### config.mk
export PLATFORM = sky130hd
export DESIGN_NAME = regfile_host_arbiter_flat
export DESIGN_NICKNAME = d
export VERILOG_FILES = /design/src/rtl/regfile_host_arbiter_if.sv /design/src/rtl/regfile_host_arbiter.sv /design/src/flat_wrapper.sv
export SDC_FILE = /design/constraint.sdc
export NUM_CORES = 1
export LEC_CHECK = 0
export CAP_MARGIN = 20
export CORE_ASPECT_RATIO = 0.6
export CORE_MARGIN = 4
export CORE_UTILIZATION = 39
export CTS_CLUSTER_SIZE = 10
export DETAILED_ROUTE_END_ITERATION = 16
export GPL_TIMING_DRIVEN = 0
export PLACE_DENSITY = 0.89
export SYNTH_ARGS = -nofsm -noshare
export SYNTH_HDL_FRONTEND = slang
export SYNTH_SLANG_ARGS = --single-unit
### constraint.sdc
create_clock -name clk -period 2.1 [get_ports clk]
set_input_delay 0.525 -clock clk [delete_from_list [all_inputs] [get_ports clk]]
set_output_delay 0.525 -clock clk [all_outputs]
set_load 0.03 [all_outputs]
### src/rtl/regfile_host_arbiter_if.sv
// regfile_host_arbiter_if: host request/response and register-file port bundle for the arbiter
interface regfile_host_arbiter_if #(
  parameter int DATA_WIDTH = 16,
  parameter int N_REG = 4,
  parameter int ADDR_WIDTH = $clog2(N_REG) + 1
);
  logic [1:0] req_valid, req_write, req_ready, rsp_valid;
  logic [1:0][ADDR_WIDTH-1:0] req_addr;
  logic [1:0][DATA_WIDTH-1:0] req_wdata;
  logic [DATA_WIDTH-1:0] rsp_rdata, rf_wr_data, rf_rd_data;
  logic rsp_err, rf_wr_en, rf_rd_valid, busy;
  logic [ADDR_WIDTH-1:0] rf_wr_addr, rf_rd_addr;
  modport slave (
    input req_valid, req_write, req_addr, req_wdata, rf_rd_data, rf_rd_valid,
    output req_ready, rsp_valid, rsp_rdata, rsp_err, rf_wr_en, rf_wr_addr, rf_wr_data, rf_rd_addr, busy
  );
  modport master (
    output req_valid, req_write, req_addr, req_wdata, rf_rd_data, rf_rd_valid,
    input req_ready, rsp_valid, rsp_rdata, rsp_err, rf_wr_en, rf_wr_addr, rf_wr_data, rf_rd_addr, busy
  );
endinterface

### src/rtl/regfile_host_arbiter.sv
// regfile_host_arbiter: two-host round-robin arbiter sequencing single-beat accesses onto a register file
module regfile_host_arbiter #(
  parameter int DATA_WIDTH = 16,
  parameter int N_REG = 4,
  parameter int READ_LATENCY = 0,
  parameter int ADDR_WIDTH = $clog2(N_REG) + 1
) (
  input logic clk,
  input logic rst,
  regfile_host_arbiter_if.slave bus
);
  localparam logic [ADDR_WIDTH-1:0] PARK = ADDR_WIDTH'(N_REG);
  typedef enum logic [1:0] {IDLE, ISSUE, WAIT, RESP} state_t;
  state_t state;
  logic last_grant, t_grant, t_write, g, oob, accept, wr_en, done, err;
  logic [ADDR_WIDTH-1:0] t_addr, g_addr;
  logic [DATA_WIDTH-1:0] t_wdata, rdata;
  logic [1:0] rsp_valid;
  always_comb begin
    g = &bus.req_valid ? ~last_grant : bus.req_valid[1];
    g_addr = bus.req_addr[g];
    oob = g_addr >= PARK;
    accept = state == IDLE && |bus.req_valid && !rst;
    wr_en = state == ISSUE && t_write && !rst;
    done = state == WAIT || (state == ISSUE && (t_write || READ_LATENCY == 0));
  end
  assign bus.req_ready = {accept && g, accept && !g};
  assign bus.rsp_valid = rst ? 2'b00 : rsp_valid;
  assign bus.rsp_rdata = rdata;
  assign bus.rsp_err = err;
  assign bus.rf_wr_en = wr_en;
  // parked write address keeps the regfile bypass from matching any real read address
  assign bus.rf_wr_addr = wr_en ? t_addr : PARK;
  assign bus.rf_wr_data = t_wdata;
  assign bus.rf_rd_addr = (state == ISSUE || state == WAIT) && !t_write && !rst ? t_addr : '0;
  assign bus.busy = state != IDLE;
  always_ff @(posedge clk)
    if (rst) begin
      state <= IDLE;
      last_grant <= 1'b1;
      t_grant <= 1'b0;
      t_write <= 1'b0;
      t_addr <= '0;
      t_wdata <= '0;
      rsp_valid <= '0;
      rdata <= '0;
      err <= 1'b0;
    end else begin
      rsp_valid <= '0;
      case (state)
        IDLE: if (accept) begin
          last_grant <= g;
          t_grant <= g;
          t_write <= bus.req_write[g];
          t_addr <= g_addr;
          if (bus.req_write[g] && !oob) t_wdata <= bus.req_wdata[g];
          rdata <= '0;
          err <= oob;
          rsp_valid <= oob ? {g, !g} : 2'b00;
          state <= oob ? RESP : ISSUE;
        end
        ISSUE, WAIT: begin
          state <= done ? RESP : WAIT;
          rsp_valid <= done ? {t_grant, !t_grant} : 2'b00;
          if (done && !t_write) begin
            rdata <= bus.rf_rd_data;
            err <= !bus.rf_rd_valid;
          end
        end
        default: begin
          state <= IDLE;
          rdata <= '0;
          err <= 1'b0;
        end
      endcase
    end
endmodule

### src/flat_wrapper.sv
// flat-port wrapper written by rule: the top's interface ports become plain ports
module regfile_host_arbiter_flat 
#(
  parameter int DATA_WIDTH = 16,
  parameter int N_REG = 4,
  parameter int READ_LATENCY = 0,
  parameter int ADDR_WIDTH = $clog2(N_REG) + 1
)
  (clk, rst, bus_req_valid, bus_req_write, bus_req_addr, bus_req_wdata, bus_rf_rd_data, bus_rf_rd_valid, bus_req_ready, bus_rsp_valid, bus_rsp_rdata, bus_rsp_err, bus_rf_wr_en, bus_rf_wr_addr, bus_rf_wr_data, bus_rf_rd_addr, bus_busy);
  regfile_host_arbiter_if #(.DATA_WIDTH(DATA_WIDTH), .N_REG(N_REG), .ADDR_WIDTH(ADDR_WIDTH)) bus_i ();
  input logic clk;
  input logic rst;
  input wire logic [$bits(bus_i.req_valid)-1:0] bus_req_valid;
  input wire logic [$bits(bus_i.req_write)-1:0] bus_req_write;
  input wire logic [$bits(bus_i.req_addr)-1:0] bus_req_addr;
  input wire logic [$bits(bus_i.req_wdata)-1:0] bus_req_wdata;
  input wire logic [$bits(bus_i.rf_rd_data)-1:0] bus_rf_rd_data;
  input wire logic [$bits(bus_i.rf_rd_valid)-1:0] bus_rf_rd_valid;
  output wire logic [$bits(bus_i.req_ready)-1:0] bus_req_ready;
  output wire logic [$bits(bus_i.rsp_valid)-1:0] bus_rsp_valid;
  output wire logic [$bits(bus_i.rsp_rdata)-1:0] bus_rsp_rdata;
  output wire logic [$bits(bus_i.rsp_err)-1:0] bus_rsp_err;
  output wire logic [$bits(bus_i.rf_wr_en)-1:0] bus_rf_wr_en;
  output wire logic [$bits(bus_i.rf_wr_addr)-1:0] bus_rf_wr_addr;
  output wire logic [$bits(bus_i.rf_wr_data)-1:0] bus_rf_wr_data;
  output wire logic [$bits(bus_i.rf_rd_addr)-1:0] bus_rf_rd_addr;
  output wire logic [$bits(bus_i.busy)-1:0] bus_busy;
  assign bus_i.req_valid = bus_req_valid;
  assign bus_i.req_write = bus_req_write;
  assign bus_i.req_addr = bus_req_addr;
  assign bus_i.req_wdata = bus_req_wdata;
  assign bus_i.rf_rd_data = bus_rf_rd_data;
  assign bus_i.rf_rd_valid = bus_rf_rd_valid;
  assign bus_req_ready = bus_i.req_ready;
  assign bus_rsp_valid = bus_i.rsp_valid;
  assign bus_rsp_rdata = bus_i.rsp_rdata;
  assign bus_rsp_err = bus_i.rsp_err;
  assign bus_rf_wr_en = bus_i.rf_wr_en;
  assign bus_rf_wr_addr = bus_i.rf_wr_addr;
  assign bus_rf_wr_data = bus_i.rf_wr_data;
  assign bus_rf_rd_addr = bus_i.rf_rd_addr;
  assign bus_busy = bus_i.busy;
  regfile_host_arbiter #(.DATA_WIDTH(DATA_WIDTH), .N_REG(N_REG), .READ_LATENCY(READ_LATENCY), .ADDR_WIDTH(ADDR_WIDTH)) u_core (.clk(clk), .rst(rst), .bus(bus_i));
endmodule
==> results of run 1 <==
## cells by family (layout without fill, tap and decap cells)
| logic type | count (synthesis) | after routing | share of synthesized area |
|---|---|---|---|
| and+or+nand+nor | 81 | 81 | 0.206 |
| DFF | 43 | 43 | 0.427 |
| AOI/OAI and AO/OA | 36 | 36 | 0.120 |
| muxes | 36 | 36 | 0.179 |
| buffers and inverters | 19 | 139 | 0.0490 |
| adders and majority gates | 3 | 3 | 0.0186 |
## state kept, by name, indices dropped and copies added (netlist names)
name and count:
u_core.bus.rf_wr_data 16, u_core.bus.rsp_rdata 16, u_core.t_addr 3, u_core.rsp_valid 2, u_core.state 2, u_core.bus.rsp_err 1
u_core.last_grant 1, u_core.t_grant 1, u_core.t_write 1
## worst max-delay path by stage
stage / startpoint / end / slack, ns / depth (start not counted)
floorplan: u_core.state[0] / bus_rf_rd_addr[0] / 0.02 / 6
global placement: rst / bus_rsp_valid[1] / -1.02 / 5
detailed placement: bus_req_valid[1] / bus_req_ready[1] / -1.03 / 5
CTS: u_core.state[0] / bus_rf_wr_addr[0] / 0.0001 / 5
global route: u_core.state[1] / bus_rf_rd_addr[0] / -0.009 / 6
finish: u_core.state[1] / bus_rf_rd_addr[1] / 0.05 / 6
## cells in the mapped netlist, types with 4 or more instances
| master | count | area, µm² |
|---|---|---|
| sky130_fd_sc_hd__a211oi_1 | 5 | 37.5 |
| sky130_fd_sc_hd__a21oi_1 | 18 | 90.1 |
| sky130_fd_sc_hd__and2_1 | 5 | 31.3 |
| sky130_fd_sc_hd__buf_2 | 4 | 20.0 |
| sky130_fd_sc_hd__clkbuf_1 | 7 | 26.3 |
| sky130_fd_sc_hd__dfxtp_1 | 43 | 861 |
| sky130_fd_sc_hd__inv_1 | 5 | 18.8 |
| sky130_fd_sc_hd__mux2i_1 | 36 | 360 |
| sky130_fd_sc_hd__nand2_1 | 21 | 78.8 |
| sky130_fd_sc_hd__nand2b_1 | 18 | 113 |
| sky130_fd_sc_hd__nand3_1 | 17 | 85.1 |
| sky130_fd_sc_hd__nor2_1 | 9 | 33.8 |
## stage by stage
| step | util | power [µW] | TNS (ns) |
|---|---|---|---|
| 6_report | 0.697 | 2790 | 0 |
| 5_1_grt | 0.697 | 2940 | -0.0168 |
| 4_1_cts | 0.697 | 2770 | 0 |
| 3_5_place_dp | 0.660 | 2150 | -14.88 |
| 3_3_place_gp | 0.660 | 2120 | -14.29 |
| 2_1_floorplan | - | 1690 | 0 |
## critical path, delay by kind of cell, from the launching register on
kind                     cells  cell delay, ns
adder cells (fa/ha/maj)      1            0.29
buffers and inverters        3            0.21
flip-flops                   1            0.34
AND/OR/NAND/NOR              2            0.38
## cell usage in the layout, fill, tap and decap left out, types with 4 or more instances in the layout
cell type / synthesis / final
sky130_fd_sc_hd__a211oi_1: 5 / 5
sky130_fd_sc_hd__a21oi_1: 18 / 18
sky130_fd_sc_hd__buf_2: 4 / 9
sky130_fd_sc_hd__buf_4: 1 / 9
sky130_fd_sc_hd__buf_6: 1 / 6
sky130_fd_sc_hd__clkbuf_1: 7 / 4
sky130_fd_sc_hd__clkbuf_8: 0 / 7
sky130_fd_sc_hd__clkdlybuf4s50_1: 0 / 90
sky130_fd_sc_hd__dfxtp_1: 43 / 41
sky130_fd_sc_hd__mux2i_1: 36 / 36
sky130_fd_sc_hd__nand2_1: 21 / 21
sky130_fd_sc_hd__nand2b_1: 18 / 18
sky130_fd_sc_hd__nand3_1: 17 / 17
sky130_fd_sc_hd__nor2_1: 9 / 9
## where the power goes
part | internal (µW) | leakage (µW) | switching [µW]
Clock | 233 | 0.0000412 | 285
Sequential | 942 | 0.000352 | 75.7
Combinational | 571 | 0.000885 | 684
## layout make-up
class	count	area share
Clock inverter	2	0.00376
Clock buffer	6	0.0218
Timing Repair Buffer	113	0.322
Inverter	5	0.00639
Buffer	13	0.0319
Tap cell	63	0.0237
Sequential cell	43	0.259
Multi-Input combinational cell	156	0.331
## per-layer routing
layer	vias up	global-route usage	part of all wire
met4	0	0.0571	0.0058
li1	998	-	-
met1	927	0.238	0.43
met5	-	0	0
met3	2	0.0750	0.089
met2	73	0.316	0.47
## timing repair
item,in CTS,in global routing
pin swaps,4,4
gates resized for setup,83,12
buffers inserted,6,2
endpoints found under the setup margin,22,8
==> impl_results.rst, run 1 <==
.. list-table::
   :header-rows: 1

   * - Metric
     - Value
   * - Result of the run
     - finished, final reports clean
   * - Area of the die
     - 6420 µm²
   * - Fmax achieved
     - 0.489 GHz
   * - Worst Hold Launch
     - u_core.bus.rsp_rdata[12]
   * - Clock root buffer
     - sky130_fd_sc_hd__clkbuf_8
   * - Count of vias placed by the detailed router
     - 2000
   * - Die boundary width
     - 101 µm
   * - DRC violations left
     - 0
   * - Number of nets at the end of the flow
     - 401
   * - Clock-pin slew of the registers on the worst-case setup and hold paths
     - 0.08 ns
   * - Post-Layout Cell Count
     - 401
   * - Number of distinct library cells after synthesis
     - 31
   * - Clock tree from TritonCTS
     - yes
   * - Cell count after synthesis
     - 218
   * - Placed cell area
     - 3150 µm²
   * - Max Buffers Root-to-Sink
     - 2
   * - Element type at the critical path start
     - flip-flop
   * - Power Dens Cells
     - 838 nW/µm²
   * - Reg-to-reg critical path endpoint
     - u_core.bus.rsp_rdata[11]
   * - Minimum clock period after layout
     - 2.05 ns
   * - Post-synth EDFFs
     - 0
   * - Maximum number of pins on one net before global-route repair
     - 14
   * - Setup repair after global routing missed its margin
     - true
   * - GR Util All Layers
     - 0.194
   * - Setup Skew
     - 0.00771 ns
   * - Port buffer count
     - 105
   * - Peak ir drop on the vdd network
     - 533 µV
   * - Flop2flop setup slack
     - 0.28 ns
   * - Worst Hold Slack
     - 0.453 ns
   * - Number of endpoints with negative hold slack in the final report
     - 0
   * - Slew @ Worst Pin
     - 0.525 ns
   * - Wire length per cell after detailed routing
     - 15.4 µm
   * - Primary FF master, synth
     - sky130_fd_sc_hd__dfxtp_1
   * - Fraction of layout instances using a drive strength above 1
     - 0.151
   * - Area growth, synth to finish
     - 65.2%
   * - Global route overflow
     - 0
   * - Pre-CTS WS
     - -1.03 ns
   * - Number of failing setup endpoints in the final timing report
     - 0
   * - Detailed placer's ending HPWL
     - 4640 µm
   * - Wire length of the first global-routing pass
     - 9730 µm
   * - Site Rows
     - 19
   * - Part of the cycle the worst path needs
     - 0.974
   * - Peak per-stage delay on the critical path
     - 0.34 ns
   * - Crit path capture type
     - output pin
   * - DRC marker count from the first detailed-route iteration
     - 84
   * - Vias in the first global route
     - 1977
   * - Num Clock Sinks
     - 43
   * - Seq/Total Area, Yosys
     - 0.427
   * - Reg-to-reg startpoint
     - u_core.state[0]
   * - Core area
     - 4780 µm²
   * - Number of cells on the worst hold path
     - 2
   * - Inserted Clock Buffers
     - 5
   * - Critical path data required time
     - 1.57 ns
   * - Filler Cells Inserted
     - 355
   * - Cell area after layout
     - 3330 µm²
   * - Count of nets left with antenna violations after detail routing
     - 0
   * - Worst hold path type
     - flip-flop to flip-flop
   * - Max Transition Viols Final
     - 0
   * - Cell count of the worst reg-to-reg path
     - 7
   * - Global placement routability congestion
     - 0.886
   * - Post-route setup slack
     - 0.0548 ns
   * - Initial Utilization
     - 0.422
   * - Cell area after synthesis
     - 2020 µm²
   * - Leakage component of the power
     - 0.00128 µW
   * - Post-Place Cells
     - 386
   * - H-tree depth reported by CTS
     - 2
   * - Syn_area_per_cell
     - 9.25 µm²
   * - Critical path class
     - flip-flop to output pin
   * - Number of flip-flops and latches in the synthesized netlist
     - 43
   * - Die Y
     - 63.7 µm
   * - Number of max-cap violations
     - 0
   * - Critical Path Slowest Stage Cell
     - sky130_fd_sc_hd__dfxtp_2
   * - 1st-pass router iterations
     - 4
   * - Warnings from Yosys
     - 0
   * - Antenna diodes
     - 0
   * - Asr flop ratio synth
     - 0
   * - Hold Path Sink
     - u_core.bus.rsp_rdata[12]
   * - Post-CTS Hold Buffers
     - 0
   * - Storage cell area
     - 863 µm²
   * - Initial antenna violation count
     - 0
   * - Insertion delay to the later sink of the worst-skew pair
     - 0.30 ns
   * - Arrival time at the worst endpoint
     - 1.52 ns
   * - Number of top-level pins
     - 106
   * - Area taken by multi-input logic gates
     - 1100 µm²
   * - Detailed Route WL
     - 6180 µm
   * - Highest net fanout along the worst path
     - 3
   * - Crit-path cells
     - inv_2, ha_4, inv_4, nor3_4, and2_4, buf_6
   * - Syn nets
     - 282
   * - Number of vias per cell after detailed routing
     - 4.99
   * - Max-slew headroom
     - 0.650
(Power assumes the default switching activity.)
==> run 2, diff against run 1 <==
--- a/config.mk
+++ b/config.mk
@@ -9,7 +9,6 @@
 export CORE_ASPECT_RATIO = 0.6
 export CORE_MARGIN = 4
 export CORE_UTILIZATION = 39
-export CTS_CLUSTER_SIZE = 10
 export DETAILED_ROUTE_END_ITERATION = 16
 export GPL_TIMING_DRIVEN = 0
 export PLACE_DENSITY = 0.89
==> results of run 2 <==
Same layout as run 1: the final DEF is identical, and so are final timing and power.
==> run 3, diff against run 2 <==
--- a/config.mk
+++ b/config.mk
@@ -5,10 +5,12 @@
 export SDC_FILE = /design/constraint.sdc
 export NUM_CORES = 1
 export LEC_CHECK = 0
+export ABC_CLOCK_PERIOD_IN_PS = 2100
 export CAP_MARGIN = 20
 export CORE_ASPECT_RATIO = 0.6
 export CORE_MARGIN = 4
 export CORE_UTILIZATION = 39
+export CTS_CLUSTER_SIZE = 16
 export DETAILED_ROUTE_END_ITERATION = 16
 export GPL_TIMING_DRIVEN = 0
 export PLACE_DENSITY = 0.89
==> results of run 3 <==
Same layout as run 1: the final DEF is identical, and so are final timing and power.
